### src/rtl/uart_cmd_ctrl.sv
// Command controller behind the UART receiver: parses 4-byte write frames (header, address, data,
// checksum), issues register writes and answers each complete frame with an ACK/NAK byte.
module uart_cmd_ctrl #(
  parameter logic [7:0]  HEADER         = 8'hA5,
  parameter logic [7:0]  ACK_BYTE       = 8'h06,
  parameter logic [7:0]  NAK_BYTE       = 8'h15,
  parameter logic [31:0] TIMEOUT_CYCLES = 32'd50_000
) (
  input  logic        clk_in,
  input  logic        rst_in,
  input  logic [7:0]  uart_rx_data,
  input  logic        uart_rx_done,
  input  logic        tx_busy,
  output logic        tx_start,
  output logic [7:0]  tx_data,
  output logic        reg_wr_en,
  output logic [7:0]  reg_addr,
  output logic [7:0]  reg_wdata,
  output logic        err_pulse,
  output logic [1:0]  err_code,
  output logic [15:0] frame_ok_cnt
);

  localparam logic [2:0] StIdle = 3'd0;
  localparam logic [2:0] StAddr = 3'd1;
  localparam logic [2:0] StData = 3'd2;
  localparam logic [2:0] StCsum = 3'd3;
  localparam logic [2:0] StResp = 3'd4;

  localparam logic [1:0] ErrCsum    = 2'd1;
  localparam logic [1:0] ErrTimeout = 2'd2;
  localparam logic [1:0] ErrOverrun = 2'd3;

  logic [2:0]  state_q, state_d;
  logic [7:0]  addr_sh_q, addr_sh_d;
  logic [7:0]  data_sh_q, data_sh_d;
  logic [31:0] tmo_cnt_q, tmo_cnt_d;
  logic        tx_start_q, tx_start_d;
  logic [7:0]  tx_data_q, tx_data_d;
  logic        reg_wr_en_q, reg_wr_en_d;
  logic [7:0]  reg_addr_q, reg_addr_d;
  logic [7:0]  reg_wdata_q, reg_wdata_d;
  logic        err_pulse_q, err_pulse_d;
  logic [1:0]  err_code_q, err_code_d;
  logic [15:0] frame_ok_cnt_q, frame_ok_cnt_d;

  logic       in_frame;
  logic       timeout_hit;
  logic [7:0] csum_exp;

  assign in_frame = (state_q == StAddr) || (state_q == StData) || (state_q == StCsum);
  assign csum_exp = HEADER + addr_sh_q + data_sh_q;
  // The flag registers on the edge where the counter reaches TIMEOUT_CYCLES-1.
  assign timeout_hit = in_frame && !uart_rx_done && (tmo_cnt_q == TIMEOUT_CYCLES - 32'd2);

  always_comb begin
    state_d        = state_q;
    addr_sh_d      = addr_sh_q;
    data_sh_d      = data_sh_q;
    tmo_cnt_d      = '0;
    tx_start_d     = 1'b0;
    tx_data_d      = tx_data_q;
    reg_wr_en_d    = 1'b0;
    reg_addr_d     = reg_addr_q;
    reg_wdata_d    = reg_wdata_q;
    err_pulse_d    = 1'b0;
    err_code_d     = err_code_q;
    frame_ok_cnt_d = frame_ok_cnt_q;

    if (in_frame && !uart_rx_done) begin
      tmo_cnt_d = tmo_cnt_q + 32'd1;
    end

    case (state_q)
      StIdle: begin
        if (uart_rx_done && (uart_rx_data == HEADER)) begin
          state_d = StAddr;
        end
      end
      StAddr: begin
        if (uart_rx_done) begin
          addr_sh_d = uart_rx_data;
          state_d   = StData;
        end
      end
      StData: begin
        if (uart_rx_done) begin
          data_sh_d = uart_rx_data;
          state_d   = StCsum;
        end
      end
      StCsum: begin
        if (uart_rx_done) begin
          if (uart_rx_data == csum_exp) begin
            reg_wr_en_d    = 1'b1;
            reg_addr_d     = addr_sh_q;
            reg_wdata_d    = data_sh_q;
            frame_ok_cnt_d = frame_ok_cnt_q + 16'd1;
            tx_data_d      = ACK_BYTE;
          end else begin
            err_pulse_d = 1'b1;
            err_code_d  = ErrCsum;
            tx_data_d   = NAK_BYTE;
          end
          state_d = StResp;
        end
      end
      StResp: begin
        if (!tx_busy) begin
          tx_start_d = 1'b1;
          state_d    = StIdle;
        end
        // Bytes arriving while the response is pending are dropped.
        if (uart_rx_done) begin
          err_pulse_d = 1'b1;
          err_code_d  = ErrOverrun;
        end
      end
      default: state_d = StIdle;
    endcase

    if (timeout_hit) begin
      err_pulse_d = 1'b1;
      err_code_d  = ErrTimeout;
      state_d     = StIdle;
    end
  end

  always_ff @(posedge clk_in) begin
    if (rst_in) begin
      state_q        <= StIdle;
      addr_sh_q      <= '0;
      data_sh_q      <= '0;
      tmo_cnt_q      <= '0;
      tx_start_q     <= 1'b0;
      tx_data_q      <= '0;
      reg_wr_en_q    <= 1'b0;
      reg_addr_q     <= '0;
      reg_wdata_q    <= '0;
      err_pulse_q    <= 1'b0;
      err_code_q     <= '0;
      frame_ok_cnt_q <= '0;
    end else begin
      state_q        <= state_d;
      addr_sh_q      <= addr_sh_d;
      data_sh_q      <= data_sh_d;
      tmo_cnt_q      <= tmo_cnt_d;
      tx_start_q     <= tx_start_d;
      tx_data_q      <= tx_data_d;
      reg_wr_en_q    <= reg_wr_en_d;
      reg_addr_q     <= reg_addr_d;
      reg_wdata_q    <= reg_wdata_d;
      err_pulse_q    <= err_pulse_d;
      err_code_q     <= err_code_d;
      frame_ok_cnt_q <= frame_ok_cnt_d;
    end
  end

  assign tx_start     = tx_start_q;
  assign tx_data      = tx_data_q;
  assign reg_wr_en    = reg_wr_en_q;
  assign reg_addr     = reg_addr_q;
  assign reg_wdata    = reg_wdata_q;
  assign err_pulse    = err_pulse_q;
  assign err_code     = err_code_q;
  assign frame_ok_cnt = frame_ok_cnt_q;

endmodule

### config.mk
export PLATFORM = sky130hd
export DESIGN_NAME = uart_cmd_ctrl
export DESIGN_NICKNAME = d
export VERILOG_FILES = /design/src/rtl/uart_cmd_ctrl.sv
export SDC_FILE = /design/constraint.sdc
export NUM_CORES = 1
export LEC_CHECK = 0
export ABC_AREA = 1
export CORE_MARGIN = 2
export CORE_UTILIZATION = 25
export DETAILED_ROUTE_END_ITERATION = 8
export DONT_BUFFER_PORTS = 1
export GPL_TIMING_DRIVEN = 0
export PLACE_DENSITY = 0.45
export SLEW_MARGIN = 5
export SYNTH_ARGS = -nofsm -noshare
export SYNTH_HDL_FRONTEND = slang
export SYNTH_SLANG_ARGS = --single-unit
### constraint.sdc
create_clock -name clk_in -period 3.31 [get_ports clk_in]
set_input_delay 0.662 -clock clk_in [delete_from_list [all_inputs] [get_ports clk_in]]
set_output_delay 0.662 -clock clk_in [all_outputs]
set_load 0.01 [all_outputs]
# Yosys cells after proc, flatten, opt, wreduce, memory -nomap -nowiden
# Cells that the tools add are included.
# classes
add_sub_neg,4
n_mul,0
div,0
magnitude_cmp,0
eq_ne,17
n_shift,0
muxes,19
bitwise,4
n_reduce_logical,20
# ops
op,count
"adder 32 x 1 -> 32 bit, second input constant",1
"== test 32 x 16 -> 1 bit, second input constant",1
"adder 16 x 1 -> 16 bit, second input constant",1
two-way mux 3 bit,5
case mux 3 bit (5 select lines),1
"inequality test 2 bit, second input constant",7
"inequality test 3 bit, second input constant",3
adder 8 bit,1
"adder 8 bit, first input constant",1
== test 8 bit,1
"== test 8 bit, second input constant",1
two-way mux 2 bit,4
AND reduction 4 bit,2
"== test 3 x 2 -> 1 bit, second input constant",2
two-way mux 1 bit,6
AND reduction 2 bit,3
OR reduction 2 bit,3
two-way mux 5 bit,1
AND reduction 5 bit,1
inverter 1 bit,4
case mux 2 bit (2 select lines),1
"== test 3 x 1 -> 1 bit, second input constant",1
"== test 3 bit, second input constant",1
logical AND 1 bit,3
other kinds (8),9
# word_totals
ff_bits,96
latch_bits,0
ramBits,0
mem_bits_ro,0
in_bits,12
output_inout_bits,45
word_cells,77
memories,0

# Longest topological paths before layout
# depth
word_depth,7
depth_mapped,19
ltp_nobuf,18

# Worst setup path before layout
# Ideal clock, no wire load.
# synth_timing
path_type,reg2reg
start,register addr_sh_q[1]
end,"register frame_ok_cnt_q[1], in the netlist frame_ok_cnt[1]"
setup_time_ps,112
arrival_time_ps,2339
required_time_ps,3198
slack_ps,858
stages_incl_launch_ff,17
n_path_buf,1
period_less_slack_ps,2452
path_cell_list,dfxtp_1 -> ha_1 -> ha_1 -> fa_1 -> inv_1 -> nand2_1 -> nand3b_1 -> nand2_1 -> nor2_1 -> nand2_1 -> nor2_4 -> nand4_4 -> nand2_1 -> inv_2 -> buf_6 -> nand2_1 -> nand2_1
# synth_between
elab_chain_len,4
# synth_rtl
element,line_no,source
start: declaration,35,"logic [7:0] addr_sh_q, addr_sh_d;"
start signal: assignment,145,addr_sh_q <= addr_sh_d;
adder 8 bit (2 in series),52,assign csum_exp = HEADER + addr_sh_q + data_sh_q;
== test 8 bit,94,if (uart_rx_data == csum_exp) begin
AND reduction 3 bit (no source line),--,
end signal: assignment,155,frame_ok_cnt_q <= frame_ok_cnt_d;
end: declaration,45,"logic [15:0] frame_ok_cnt_q, frame_ok_cnt_d;"
# Every way passes these cells.
# A chain may end at the register's enable or synchronous reset.

# Final worst setup path
# Same ends and word-level chain as after synthesis.

==> out/metrics.yaml <==
outcome: "finished clean"
antenna_found_initial: 0
synthTopCellsByArea: "dfxtp_1 38%, nand2_1 16%, inv_1 7.2%"
clockBufferDepth: 2
switching_share: 0.221
dpl_worst_slack_ps: 492
power_leakage_nw: 2.18
synth_edf_count: 0
startpoint_type: "flop"
die_area_um2: 20400
clk_pin_slew_ps: 60
worstHoldStart: "tx_busy"
ys_types: 38
coreArea_um2: 18800
synth_top_cell_by_area: "dfxtp_1"
start_util: 0.256
area_delta_synth_final_pct: 13.1
synth_top_area_frac: 0.377
layout_setup_ws_ps: 516
ys_top_cells_by_count: "200 x nand2_1, 93 x inv_1, 91 x dfxtp_1, 71 x nor2_1, 53 x a21oi_1"
seq_power_share: 0.491
power.internal_w: 0.00176
grt_pass1_vias: 4165
fin_setup_tns_ps: 0
first_pass_iters: 4
clock.fmax_mhz: 358
p_sw_w: 0.000498
netlist_area_um2: 4830
synth_cells: 715
diodes: 0
p_comb_frac: 0.044
io_buffer_count: 0
setup_viol_count_final: 0
pwr_density_cell_nw_per_um2: 413
async_reset_ff_frac: 0
hp-class: "in -> reg"
drt-initial-drc-count: 181
via_per_inst: 4.35
synth-seq-cells: 91
hold_depth: 1
fillers: 2096
clockRootBuffer: "clkbuf_16"
whs_endpoint: "tx_start"
ir_worst_vdd_mv: 0.262
cts_setup_buffers: 0
drv_cap: 0
overflow: 0
ff2ff_path_depth: 16
place_congestion: 0.839
num_rows: 50
fin_crit_ps: 2790
hold_buffers: 0
worstPathRequired_ps: 3560
syn_avg_cell_area_um2: 6.75
ys_seq_area_frac: 0.377
yosysMostFrequentCell: "nand2_1"
hold_slack_ps: 399
r2r-end: "frame_ok_cnt[1]"
clock_power_share: 0.465
yosysWarnings: 0
route.vias.total: 4323
die_y_um: 143
total_power_w: 0.00225
worstPathArrival_ps: 3040
post_drt_wl_per_cell_um: 12.9
layout.nets: 758
final.setup_skew_ps: 6.07
grt_pass1_wl_mm: 21.3
antenna_left: 0
relSlewSlack: 0.555
r2r-start: "addr_sh_q[1]"
crit_fanout: 10
grt_start_max_net_pins: 14
end_kind: "flop"
dieWidth_um: 143
cts_tree: "built"
grt_use_total: 0.134
critPathKind: "reg -> reg"
synth_ff_type: "dfxtp_1"
drc: 0
reg2reg_slack_ps: 520
h-tree-depth: 3
clock_latency_ps: 350
worstMarginPinSlew_ps: 668
numClockSinks: 91
cp-startpoint: "addr_sh_q[1]"
drive_gt1_frac: 0.0546
io_pins: 57
cts_resized: 0
min_period_over_period: 0.844
drt_wl_total_mm: 12.8
rsz0062_at_grt: "false"
cts_made_buffers: 9
regArea_um2: 1820
multi_input_area_um2: 2560
hold_viol: 0
dp_hpwl_mm: 10.0
slew_violations: 0
==> worst max-delay path, cell delays in order, from the launching register on <==
cell and delay [ps]:
dfxtp_1 340, ha_1 300, ha_1 240, fa_1 430, inv_1 100, nand2_1 70
nand3b_1 80, nand2_1 60, nor2_1 110, nand2_1 100, nor2_4 120, nand4_4 200
nand2_1 140, inv_2 100, buf_6 160, nand2_1 60, nand2_1 40
==> cell type report <==
type	count	share of cell area
Buffer	16	0.0181
Clock buffer	13	0.0477
Clock inverter	2	0.00642
Inverter	96	0.0660
Multi-Input combinational cell	515	0.469
Sequential cell	91	0.334
Tap cell	260	0.0596
==> metrics by stage <==
stage          instance area, um^2  cells  utilization
6_report                      5460    993        0.290
5_1_grt                       5460    993        0.290
4_1_cts                       5460    993        0.290
3_3_place_gp                  5160    978        0.274
2_1_floorplan                 4840    718            -
3_5_place_dp                  5160    978        0.274
==> cell families (layout without fill, tap and decap cells) <==
group	Yosys count	after routing	share of synthesized area
buffers and inverters	112	127	0.0951
AOI/OAI and AO/OA	87	87	0.0925
and+or+nand+nor	389	389	0.356
adders and majority gates	17	17	0.0456
other	1	4	0.000777
xor gates and xnor gates	18	18	0.0327
DFF	91	91	0.377
==> layer usage <==
layer,track usage,routed length [um],share of wire,vias up
met5,0,0,0,-
met4,0.0375,158,0.012,0
met3,0.0433,818,0.064,12
met2,0.214,5760,0.45,55
met1,0.172,6090,0.47,1924
li1,-,-,-,2332
==> power groups by stage <==
stage	clock, W	combinational [W]	sequential (W)
after floorplan	0	0.0000787	0.00113
after global placement	0	0.000101	0.00113
after detailed placement	0	0.000101	0.00113
after CTS	0.00109	0.000101	0.00111
after global routing	0.00113	0.000116	0.00111
final	0.00105	0.0000997	0.00111
==> registers in the layout, summed over array words and instances (netlist names) <==
signal	cells
addr_sh_q	8
data_sh_q	8
err_code	2
err_pulse	1
frame_ok_cnt	16
reg_addr	8
reg_wdata	8
reg_wr_en	1
state_q	3
tmo_cnt_q	32
tx_data	3
tx_start	1
==> how the worst max path moves through the flow <==
stage                            endpoint  slack, ps  cells past startpoint
after global placement        reg_addr[6]        510                     16
final                     frame_ok_cnt[1]        520                     16
after global routing      frame_ok_cnt[1]        250                     16
after detailed placement  frame_ok_cnt[1]        490                     16
after floorplan           frame_ok_cnt[1]        860                     16
after CTS                 frame_ok_cnt[1]        480                     16
==> layout by cell type, fill, tap and decap left out, types with 2 or more instances in the layout <==
cell and n:
nand2_1 200, inv_1 93, dfxtp_1 91, nor2_1 71, a21oi_1 53, nand3_1 52
o21ai_0 28, nor3_1 19, nand4_1 18, ha_1 16, xnor2_1 11, clkbuf_16 9
xor2_1 7, buf_4 6, clkbuf_1 6, or2_2 6, nor4_1 5, nor3b_1 4
conb_1 4, nand3b_1 3, inv_2 3, buf_1 3, nand2_2 2, nor2_2 2
buf_6 2, a31oi_1 2, clkbuf_8 2
(Power assumes the default switching activity.)
